==> src/rtl/l2_mem_adaptor.sv <==
// l2_mem_adaptor: bridges 256-bit cache line requests to four 64-bit memory
// beats. Reads assemble beats into line_o; writes stream a latched line out
// low beat first. A one-cycle resp_o pulse marks completion.
// Optional feature macro: L2_ADAPTOR_PERF_EN adds completed-line counters
// rd_count_o / wr_count_o.
module l2_mem_adaptor (
  input  logic         clk,
  input  logic         rst,
  // cache side
  input  logic [255:0] line_i,
  output logic [255:0] line_o,
  input  logic [31:0]  address_i,
  input  logic         read_i,
  input  logic         write_i,
  output logic         resp_o,
  // memory side
  output logic [63:0]  burst_o,
  input  logic [63:0]  burst_i,
  output logic [31:0]  address_o,
  output logic         read_o,
  output logic         write_o,
  input  logic         resp_i
`ifdef L2_ADAPTOR_PERF_EN
  ,
  output logic [31:0]  rd_count_o,
  output logic [31:0]  wr_count_o
`endif
);

  typedef enum logic [1:0] {
    IDLE     = 2'd0,
    RD_BURST = 2'd1,
    WR_BURST = 2'd2,
    DONE     = 2'd3
  } state_t;

  state_t      state_reg, state_next;
  logic [1:0]  cnt_reg, cnt_next;
  logic [31:0] address_reg;
  logic [63:0] rd_beat_reg [4];
  logic [63:0] wr_beat_reg [4];

  logic        accept_rd;
  logic        accept_wr;
  logic        rd_store;

  // Next-state, beat counter and output decode; outputs come only from registers.
  always_comb begin
    state_next = state_reg;
    cnt_next   = cnt_reg;
    accept_rd  = 1'b0;
    accept_wr  = 1'b0;
    rd_store   = 1'b0;
    read_o     = 1'b0;
    write_o    = 1'b0;
    resp_o     = 1'b0;
    burst_o    = 64'd0;
    case (state_reg)
      IDLE: begin
        // read has priority when both requests arrive together
        if (read_i) begin
          accept_rd  = 1'b1;
          cnt_next   = 2'd0;
          state_next = RD_BURST;
        end else if (write_i) begin
          accept_wr  = 1'b1;
          cnt_next   = 2'd0;
          state_next = WR_BURST;
        end
      end
      RD_BURST: begin
        read_o = 1'b1;
        if (resp_i) begin
          rd_store = 1'b1;
          cnt_next = cnt_reg + 2'd1;
          if (cnt_reg == 2'd3) state_next = DONE;
        end
      end
      WR_BURST: begin
        write_o = 1'b1;
        burst_o = wr_beat_reg[cnt_reg];
        if (resp_i) begin
          cnt_next = cnt_reg + 2'd1;
          if (cnt_reg == 2'd3) state_next = DONE;
        end
      end
      DONE: begin
        resp_o     = 1'b1;
        state_next = IDLE;
      end
      default: state_next = IDLE;
    endcase
  end

  // State and beat counter registers.
  always_ff @(posedge clk) begin
    if (!rst) begin
      state_reg <= IDLE;
      cnt_reg   <= 2'd0;
    end else begin
      state_reg <= state_next;
      cnt_reg   <= cnt_next;
    end
  end

  // Line-aligned burst address, held until the next accepted request.
  always_ff @(posedge clk) begin
    if (!rst) begin
      address_reg <= 32'd0;
    end else if (accept_rd || accept_wr) begin
      address_reg <= address_i & ~32'h0000_001F;
    end
  end

  assign address_o = address_reg;

  // One storage slice per 64-bit beat for both the read line and write line.
  generate
    for (genvar gi = 0; gi < 4; gi++) begin : g_beat
      // Read beat gi captured when the counter points at it.
      always_ff @(posedge clk) begin
        if (!rst) begin
          rd_beat_reg[gi] <= 64'd0;
        end else if (rd_store && (cnt_reg == 2'(gi))) begin
          rd_beat_reg[gi] <= burst_i;
        end
      end

      // Write line slice gi latched when a write is accepted.
      always_ff @(posedge clk) begin
        if (!rst) begin
          wr_beat_reg[gi] <= 64'd0;
        end else if (accept_wr) begin
          wr_beat_reg[gi] <= line_i[64*gi +: 64];
        end
      end

      assign line_o[64*gi +: 64] = rd_beat_reg[gi];
    end
  endgenerate

`ifdef L2_ADAPTOR_PERF_EN
  logic        op_rd_reg;
  logic [31:0] rd_count_reg;
  logic [31:0] wr_count_reg;

  // Remember which kind of transfer is in flight for the DONE-cycle count.
  always_ff @(posedge clk) begin
    if (!rst) begin
      op_rd_reg <= 1'b0;
    end else if (accept_rd) begin
      op_rd_reg <= 1'b1;
    end else if (accept_wr) begin
      op_rd_reg <= 1'b0;
    end
  end

  // Completed-line counters, wrapping naturally at 2^32.
  always_ff @(posedge clk) begin
    if (!rst) begin
      rd_count_reg <= 32'd0;
      wr_count_reg <= 32'd0;
    end else if (state_reg == DONE) begin
      if (op_rd_reg) rd_count_reg <= rd_count_reg + 32'd1;
      else           wr_count_reg <= wr_count_reg + 32'd1;
    end
  end

  assign rd_count_o = rd_count_reg;
  assign wr_count_o = wr_count_reg;
`endif

endmodule

==> config.mk <==
export PLATFORM = sky130hd
export DESIGN_NAME = l2_mem_adaptor
export DESIGN_NICKNAME = d
export VERILOG_FILES = /design/src/rtl/l2_mem_adaptor.sv
export SDC_FILE = /design/constraint.sdc
export NUM_CORES = 1
export LEC_CHECK = 0
export ABC_AREA = 0
export CAP_MARGIN = 0
export CORE_AREA = 3 3 273 275
export DETAILED_ROUTE_END_ITERATION = 8
export DIE_AREA = 0 0 276 278
export SETUP_SLACK_MARGIN = 0.5
export SYNTH_ARGS = -nofsm -noshare
export SYNTH_HDL_FRONTEND = slang
export SYNTH_SLANG_ARGS = --single-unit
==> constraint.sdc <==
create_clock -name clk -period 9.1 [get_ports clk]
set_input_delay 1.82 -clock clk [delete_from_list [all_inputs] [get_ports clk]]
set_output_delay 1.82 -clock clk [all_outputs]
set_load 0.03 [all_outputs]
==> After elaboration in Yosys (flattened, before gate mapping) <==
Memories as Yosys holds them, arrays and structs flattened. A register that Yosys moved wholly into a read port is not among the register bits.
Cells that the tools add are included.
Widths: inputs -> output; s select.
{ "word_totals": {"reg_bits": 31, "ram_bits": 512, "input_bits": 357, "memories": 2} }
{ "classes": {"addsub": 1, "eq_ne": 9, "mux": 46, "bitwise_logic": 8, "reduce_logical": 11} }
{ "memory_table": {"columns": ["name", "words", "width", "read_ports", "rd_ports_with_merged_regs", "wr", "line", "text"], "rows": [
  ["rd_beat_reg", 4, 64, 4, 0, 4, "40", "logic [63:0] rd_beat_reg [4];"],
  ["wr_beat_reg", 4, 64, 1, 1, 4, "41", "logic [63:0] wr_beat_reg [4];"]
]} }
{ "ops": {"columns": ["op", "n"], "rows": [
  ["$mux 64", 9],
  ["$mux 1", 26],
  ["$mux 2", 9],
  ["$eq 2x2->1 const B", 4],
  ["$or 1x1->1", 8],
  ["$pmux 2 s3", 1],
  ["$reduce_and 3->1", 2],
  ["$eq 2x1->1 const B", 2],
  ["$logic_and 1x1->1", 4],
  ["$logic_not 2->1", 2],
  ["$ne 2x1->1 const B", 2],
  ["$pmux 2 s2", 1],
  ["$ne 3x3->1 const B", 1],
  ["$add 2x1->2 const B", 1],
  ["$reduce_bool 2->1", 1],
  ["$reduce_or 2->1", 1],
  ["$logic_or 1x1->1", 1]
]} }

==> Longest topological paths before layout <==
Gate-level depths: netlist of the first run.
{ "logic_depth": {"ltp_word": 7, "mapped_depth": 7, "depth_no_buf": 5} }

==> Worst setup path after synthesis of the first run <==
OpenSTA, ideal clock, no wires.
{ "synth_path": {"path_kind": "input -> register", "from": "input rst", "to": "memory wr_beat_reg[0][0], enable pin", "setup_ns": 1.964, "t_arrival_ns": 6.394, "required_time_ns": 7.136, "path_slack_ns": 0.742, "path_stages": 3, "n_path_buf": 2, "cell_sequence": "clkbuf_1 -> buf_2 -> nand2_1"} }
{ "synth_lines": {"columns": ["item", "line", "text"], "rows": [
  ["start: declaration", "8", "input logic rst,"],
  ["end: declaration", "41", null]
]} }

==> results.json, run 1 <==
{
  "multi_input_area_sq_mm": 0.00590,
  "path_clk_slew_ns": 0.06,
  "vias": 13800,
  "ys_warn_count": 0,
  "fin_ws_ns": 3.67,
  "viasPerCell": 4.43,
  "grt_max_degree": 161,
  "synth.top_cell.area_share_pct": 68.6,
  "ctsRootBufferMaster": "clkbuf_16",
  "seq_area_sq_mm": 0.0160,
  "synth_cell_types": 30,
  "reg2reg_depth": 6,
  "gp_congestion": 0.837,
  "rsz0062_at_grt": "false",
  "max_cap_violations": 0,
  "cp.arrival_ns": 3.61,
  "drt_wl_total_mm": 68.6,
  "die_h_um": 278,
  "drc": 0,
  "die_w_um": 276,
  "grt.total_usage_pct": 17.5,
  "critPathLaunchType": "register",
  "clk_latency_ns": 0.61,
  "area_delta_synth_final_pct": 43.8,
  "slew_headroom_pct": 25.7,
  "endpoint_kind": "output port",
  "setup_viol": 0,
  "syn_area_sq_mm": 0.0224,
  "hpwl_mm": 47.0,
  "skew_ns": 0.0188,
  "yosys_register_bits": 545,
  "routedWlPerCell_um": 22.0,
  "nets": 2465,
  "ys_seq_area_share_pct": 71.5,
  "cts_max_level": 2,
  "power.density_mw_per_mm2": 220,
  "yosysTopAreaCell": "edfxtp_1",
  "cts_tree": "built",
  "postLayoutCoreUtil_pct": 44.4,
  "dp.cells": 2995,
  "first_global_vias": 14700,
  "pre_cts_slack_ns": 3.99,
  "final_cell_area_sq_mm": 0.0322,
  "ir_worst_vdd_mv": 0.187,
  "critical_path.max_fanout": 39,
  "clock-sinks": 545,
  "timing.final.crit_period_ns": 5.43,
  "cts_hold_buffers": 0,
  "cts_made_buffers": 61,
  "cts_resized": 0,
  "hold_path.class": "register to register",
  "syn_area_per_cell_sq_um": 15.9,
  "synth_cells": 1410,
  "maxSlewViolCount": 0,
  "timing.rr.start": "state_reg[0]",
  "period_share_pct": 59.7,
  "max_freq_mhz": 184,
  "portBuffers": 701,
  "r2r_slack_ns": 5.83,
  "p_leak_nw": 11.7,
  "grt_antenna_before_repair": 16,
  "synth_area_leaders": "edfxtp_1 69%, and2_1 16%, mux4_2 6.0%",
  "final_layout_size_suffix_gt1_share_pct": 8.42,
  "dr.pass1.iters": 5,
  "grt_pass1_wl_mm": 101,
  "criticalPathCategory": "register to output port",
  "die-area_sq_mm": 0.0767,
  "gr-total-overflow": 0,
  "start_util_pct": 30.9,
  "drt_iter0_drc": 778,
  "ant_nets": 0,
  "min-delay-start": "address_o[17]",
  "ios": 712,
  "required_ns": 7.28,
  "nFillCells": 6618,
  "reg2reg_to": "wr_beat_reg[3][51]",
  "tns_ns": 0,
  "hold_violations": 0,
  "placementRows": 99,
  "stdcell_count": 3121,
  "run_status": "complete, no violations",
  "placed_area_sq_mm": 0.0303,
  "crit_end": "burst_o[63]",
  "cts_setup_buffers": 0,
  "coreArea_sq_mm": 0.0726,
  "tightestPinTransition_ns": 1.11,
  "cts_buffer_depth": 3
}
[cells in the mapped netlist, drive strengths merged]
master	count
a21boi	28
and2	576
and3	1
and4	4
buf	33
clkbuf	59
conb	1
dfxtp	33
edfxtp	512
ha	9
inv	5
mux2i	5
mux4	64
nand2	63
nand3	6
nor2	1
nor2b	1
nor3b	1
o211ai	2
o21a	1
o21ai	3
o311a	1
o31ai	1
[where the power goes]
group | switching (W) | total (W) | internal, W | leakage [nW]
Combinational | 0.000876 | 0.00155 | 0.000673 | 5.14
Sequential | 0.000110 | 0.00316 | 0.00305 | 5.62
Clock | 0.00101 | 0.00237 | 0.00135 | 0.941
Total | 0.00200 | 0.00708 | 0.00508 | 11.7
[critical path, cell delays in order (launching register included)]
cell             delay, ns
dfxtp_4               0.73
buf_4                 0.78
mux4_1                0.66
and2_1                0.18
clkdlybuf4s50_1       0.62
[metrics by stage]
step / power (W) / hold WS, ns
3_3_place_gp: 0.00476 / 0.457
5_1_grt: 0.00738 / 0.496
6_report: 0.00708 / 0.463
4_1_cts: 0.00719 / 0.468
2_1_floorplan: 0.00416 / 0.489
3_5_place_dp: 0.00479 / 0.461
[cells in the final DEF (no fill, tap or decap), types with 12 or more instances in the layout]
master           netlist  layout
a21boi_0              28      28
and2_1               576     576
buf_4                  5      12
clkbuf_16              0      61
clkdlybuf4s50_1        0     701
dfxtp_1               33      31
diode_2                0      12
edfxtp_1             512     512
mux4_2                60      60
nand2_1               63      58
[final cells by class]
type                    count  share of cell area (%)
flip-flops and latches    545                    49.8
repair buffers            714                    22.1
multi-input cells         772                    18.3
clock buffers              80                    5.20
well taps                 959                    3.72
clock inverters            34                   0.776
diodes                     12                  0.0931
inverters                   5                  0.0582
[how the worst min path moves through the flow]
stage	to	slack, ns	cells after the start
floorplan	register	0.49	2
global placement	address_o[11]	0.46	2
detailed placement	address_o[17]	0.46	2
CTS	address_o[17]	0.47	2
global route	address_o[13]	0.50	2
finish	address_o[17]	0.46	2
[routing by layer]
metal  wire [um]  global-route usage (%)  up-vias
met5          64                       0        -
met1       25700                    20.1     6893
li1            -                       -     6387
met4        1900                    5.65       10
met2       36500                    31.6      428
met3        4430                    4.62      107
[kinds of logic after synthesis]
group                      Yosys count  share of synthesized area, %
DFF                                545                          71.5
AOI/OAI and AO/OA                   36                          1.20
adders and majority gates            9                         0.502
muxes                               69                          6.72
buffers and inverters               97                          2.51
other                                1                        0.0167
and+or+nand+nor                    653                          17.5
Power figures use the tool's default switching activity.
==> inputs of run 2 (changes only) <==
Clock period 9.1 ns to 5.5 ns, I/O delays scaled along.
==> run 2 against run 1 <==
Utilization barely moved. Largest power group unchanged. Non-clock buffer count grew 8. Worst setup slack got worse by 2.4 ns. Cell area rose by 0.11%. Largest cell class unchanged. Cell count increased by 0.26%. Global-route usage is essentially flat. Clock-buffer cell count up 5. Routed wire length up 0.84%. Sequential power grew 66%. Register-to-register slack worse by 3.0 ns. Flip-flop and latch count did not move.
==> results.json, run 2 (synthesized netlist as in run 1, its figures left out) <==
{
  "cts_setup_buffers": 0,
  "start_util_pct": 30.9,
  "path_clk_slew_ns": 0.06,
  "clock-sinks": 545,
  "drt_iter0_drc": 763,
  "hpwl_mm": 48.7,
  "criticalPathCategory": "register to output port",
  "coreArea_sq_mm": 0.0726,
  "timing.final.crit_period_ns": 4.28,
  "hold_violations": 0,
  "setup_viol": 0,
  "final_cell_area_sq_mm": 0.0323,
  "ant_nets": 0,
  "drt_wl_total_mm": 69.1,
  "portBuffers": 701,
  "critical_path.max_fanout": 42,
  "grt_max_degree": 138,
  "ir_worst_vdd_mv": 0.219,
  "first_global_vias": 14800,
  "max_cap_violations": 0,
  "skew_ns": 0.0168,
  "period_share_pct": 77.8,
  "seqPwrFrac_pct": 44.7,
  "ctsRootBufferMaster": "clkbuf_16",
  "viasPerCell": 4.43,
  "routedWlPerCell_um": 22.1,
  "run_status": "complete, no violations",
  "gr-total-overflow": 0,
  "maxSlewViolCount": 0,
  "rsz0062_at_grt": "false",
  "slew_headroom_pct": 24.1,
  "clk_latency_ns": 0.60,
  "placementRows": 99,
  "grt_antenna_before_repair": 18,
  "tns_ns": 0,
  "power_frac_comb_pct": 21.9,
  "die_h_um": 278,
  "p_clk_share_pct": 33.4,
  "cts_buffer_depth": 3,
  "nets": 2472,
  "cts_tree": "built",
  "grt.total_usage_pct": 17.5,
  "power.density_mw_per_mm2": 363,
  "vias": 13800,
  "required_ns": 4.40,
  "cts_made_buffers": 60,
  "switching_share_pct": 27.8,
  "p_leak_nw": 11.7,
  "cp.arrival_ns": 3.18,
  "die_w_um": 276,
  "intPower_w": 0.00847,
  "layout_common_cells": "701 x clkdlybuf4s50_1, 576 x and2_1, 512 x edfxtp_1",
  "die-area_sq_mm": 0.0767,
  "hold_path.class": "register to register",
  "area_delta_synth_final_pct": 44.0,
  "drc": 0,
  "placed_area_sq_mm": 0.0303,
  "max_freq_mhz": 234,
  "cts_max_level": 2,
  "final_layout_size_suffix_gt1_share_pct": 8.08,
  "gp_congestion": 0.845,
  "critPathLaunchType": "register",
  "dr.pass1.iters": 5,
  "endpoint_kind": "output port",
  "grt_pass1_wl_mm": 101,
  "tightestPinTransition_ns": 1.14,
  "final_common_cell": "clkdlybuf4s50_1",
  "ios": 712,
  "switchingPower_w": 0.00326,
  "nFillCells": 6540,
  "cts_hold_buffers": 0,
  "cts_resized": 0
}
[run 2: cell count changes in the layout (fill, tap and decap cells not counted), moves of 2 or more]
cell / previous run / this run
buf_4: 12 / 20
clkbuf_1: 11 / 19
clkbuf_8: 8 / 4
clkinv_2: 11 / 7
clkinvlp_4: 5 / 1
diode_2: 12 / 16
inv_6: 4 / 0
clkinv_1: 9 / 12
bufinv_16: 2 / 4
[run 2: final timing paths]
check	start	endpoint	slack, ns	depth (start not counted)
setup / recovery	state_reg[0]	burst_o[43]	1.22	5
hold / removal	address_o[26]	address_o[26]	0.47	2
setup reg to reg	state_reg[1]	wr_beat_reg[1][53]	2.80	6
hold reg to reg	address_o[26]	address_o[26]	0.47	2
[run 2: power groups by stage]
stage | combinational [W] | clock, W | sequential (W)
final | 0.00257 | 0.00392 | 0.00524
after global routing | 0.00274 | 0.00418 | 0.00529
after floorplan | 0.00126 | 0 | 0.00558
after CTS | 0.00262 | 0.00401 | 0.00525
after detailed placement | 0.00261 | 0 | 0.00533
after global placement | 0.00258 | 0 | 0.00531
[run 2: critical path: stages (launching register included)]
cell and delay [ns]:
dfxtp_1 0.33, inv_1 0.12, ha_2 0.59, buf_4 0.53
and2_1 0.26, clkdlybuf4s50_1 0.71
[run 2: stage by stage]
| step | hold slack (ns) | cells | util, % | setup WS (ns) | total power, W |
|---|---|---|---|---|---|
| 6_report | 0.465 | 3129 | 44.5 | 1.22 | 0.0117 |
| 5_1_grt | 0.486 | 3128 | 44.5 | 1.02 | 0.0122 |
| 4_1_cts | 0.467 | 3113 | 44.4 | 1.09 | 0.0119 |
| 3_5_place_dp | 0.460 | 3003 | 41.8 | 1.74 | 0.00794 |
| 3_3_place_gp | 0.455 | 3003 | 41.8 | 1.79 | 0.00789 |
| 2_1_floorplan | 0.489 | 1414 | - | 1.87 | 0.00684 |
[run 2: metal layers]
metal	global-route usage, %	part of all wire, %	up-vias
met5	0	0.019	-
met4	7.72	3.9	2
met3	4.27	5.6	135
met2	30.4	52	421
met1	20.6	38	6891
li1	-	-	6398
[run 2: final cells by class]
cell class / count / area (sq um) / area share, %
inverter: 5 / 18.8 / 0.0581
sequential: 545 / 16000 / 49.7
timing repair buffer: 722 / 7190 / 22.3
multi-input combinational: 772 / 5890 / 18.3
clock inverter: 25 / 216 / 0.671
tap: 959 / 1200 / 3.72
clock buffer: 85 / 1680 / 5.20
antenna: 16 / 40.0 / 0.124
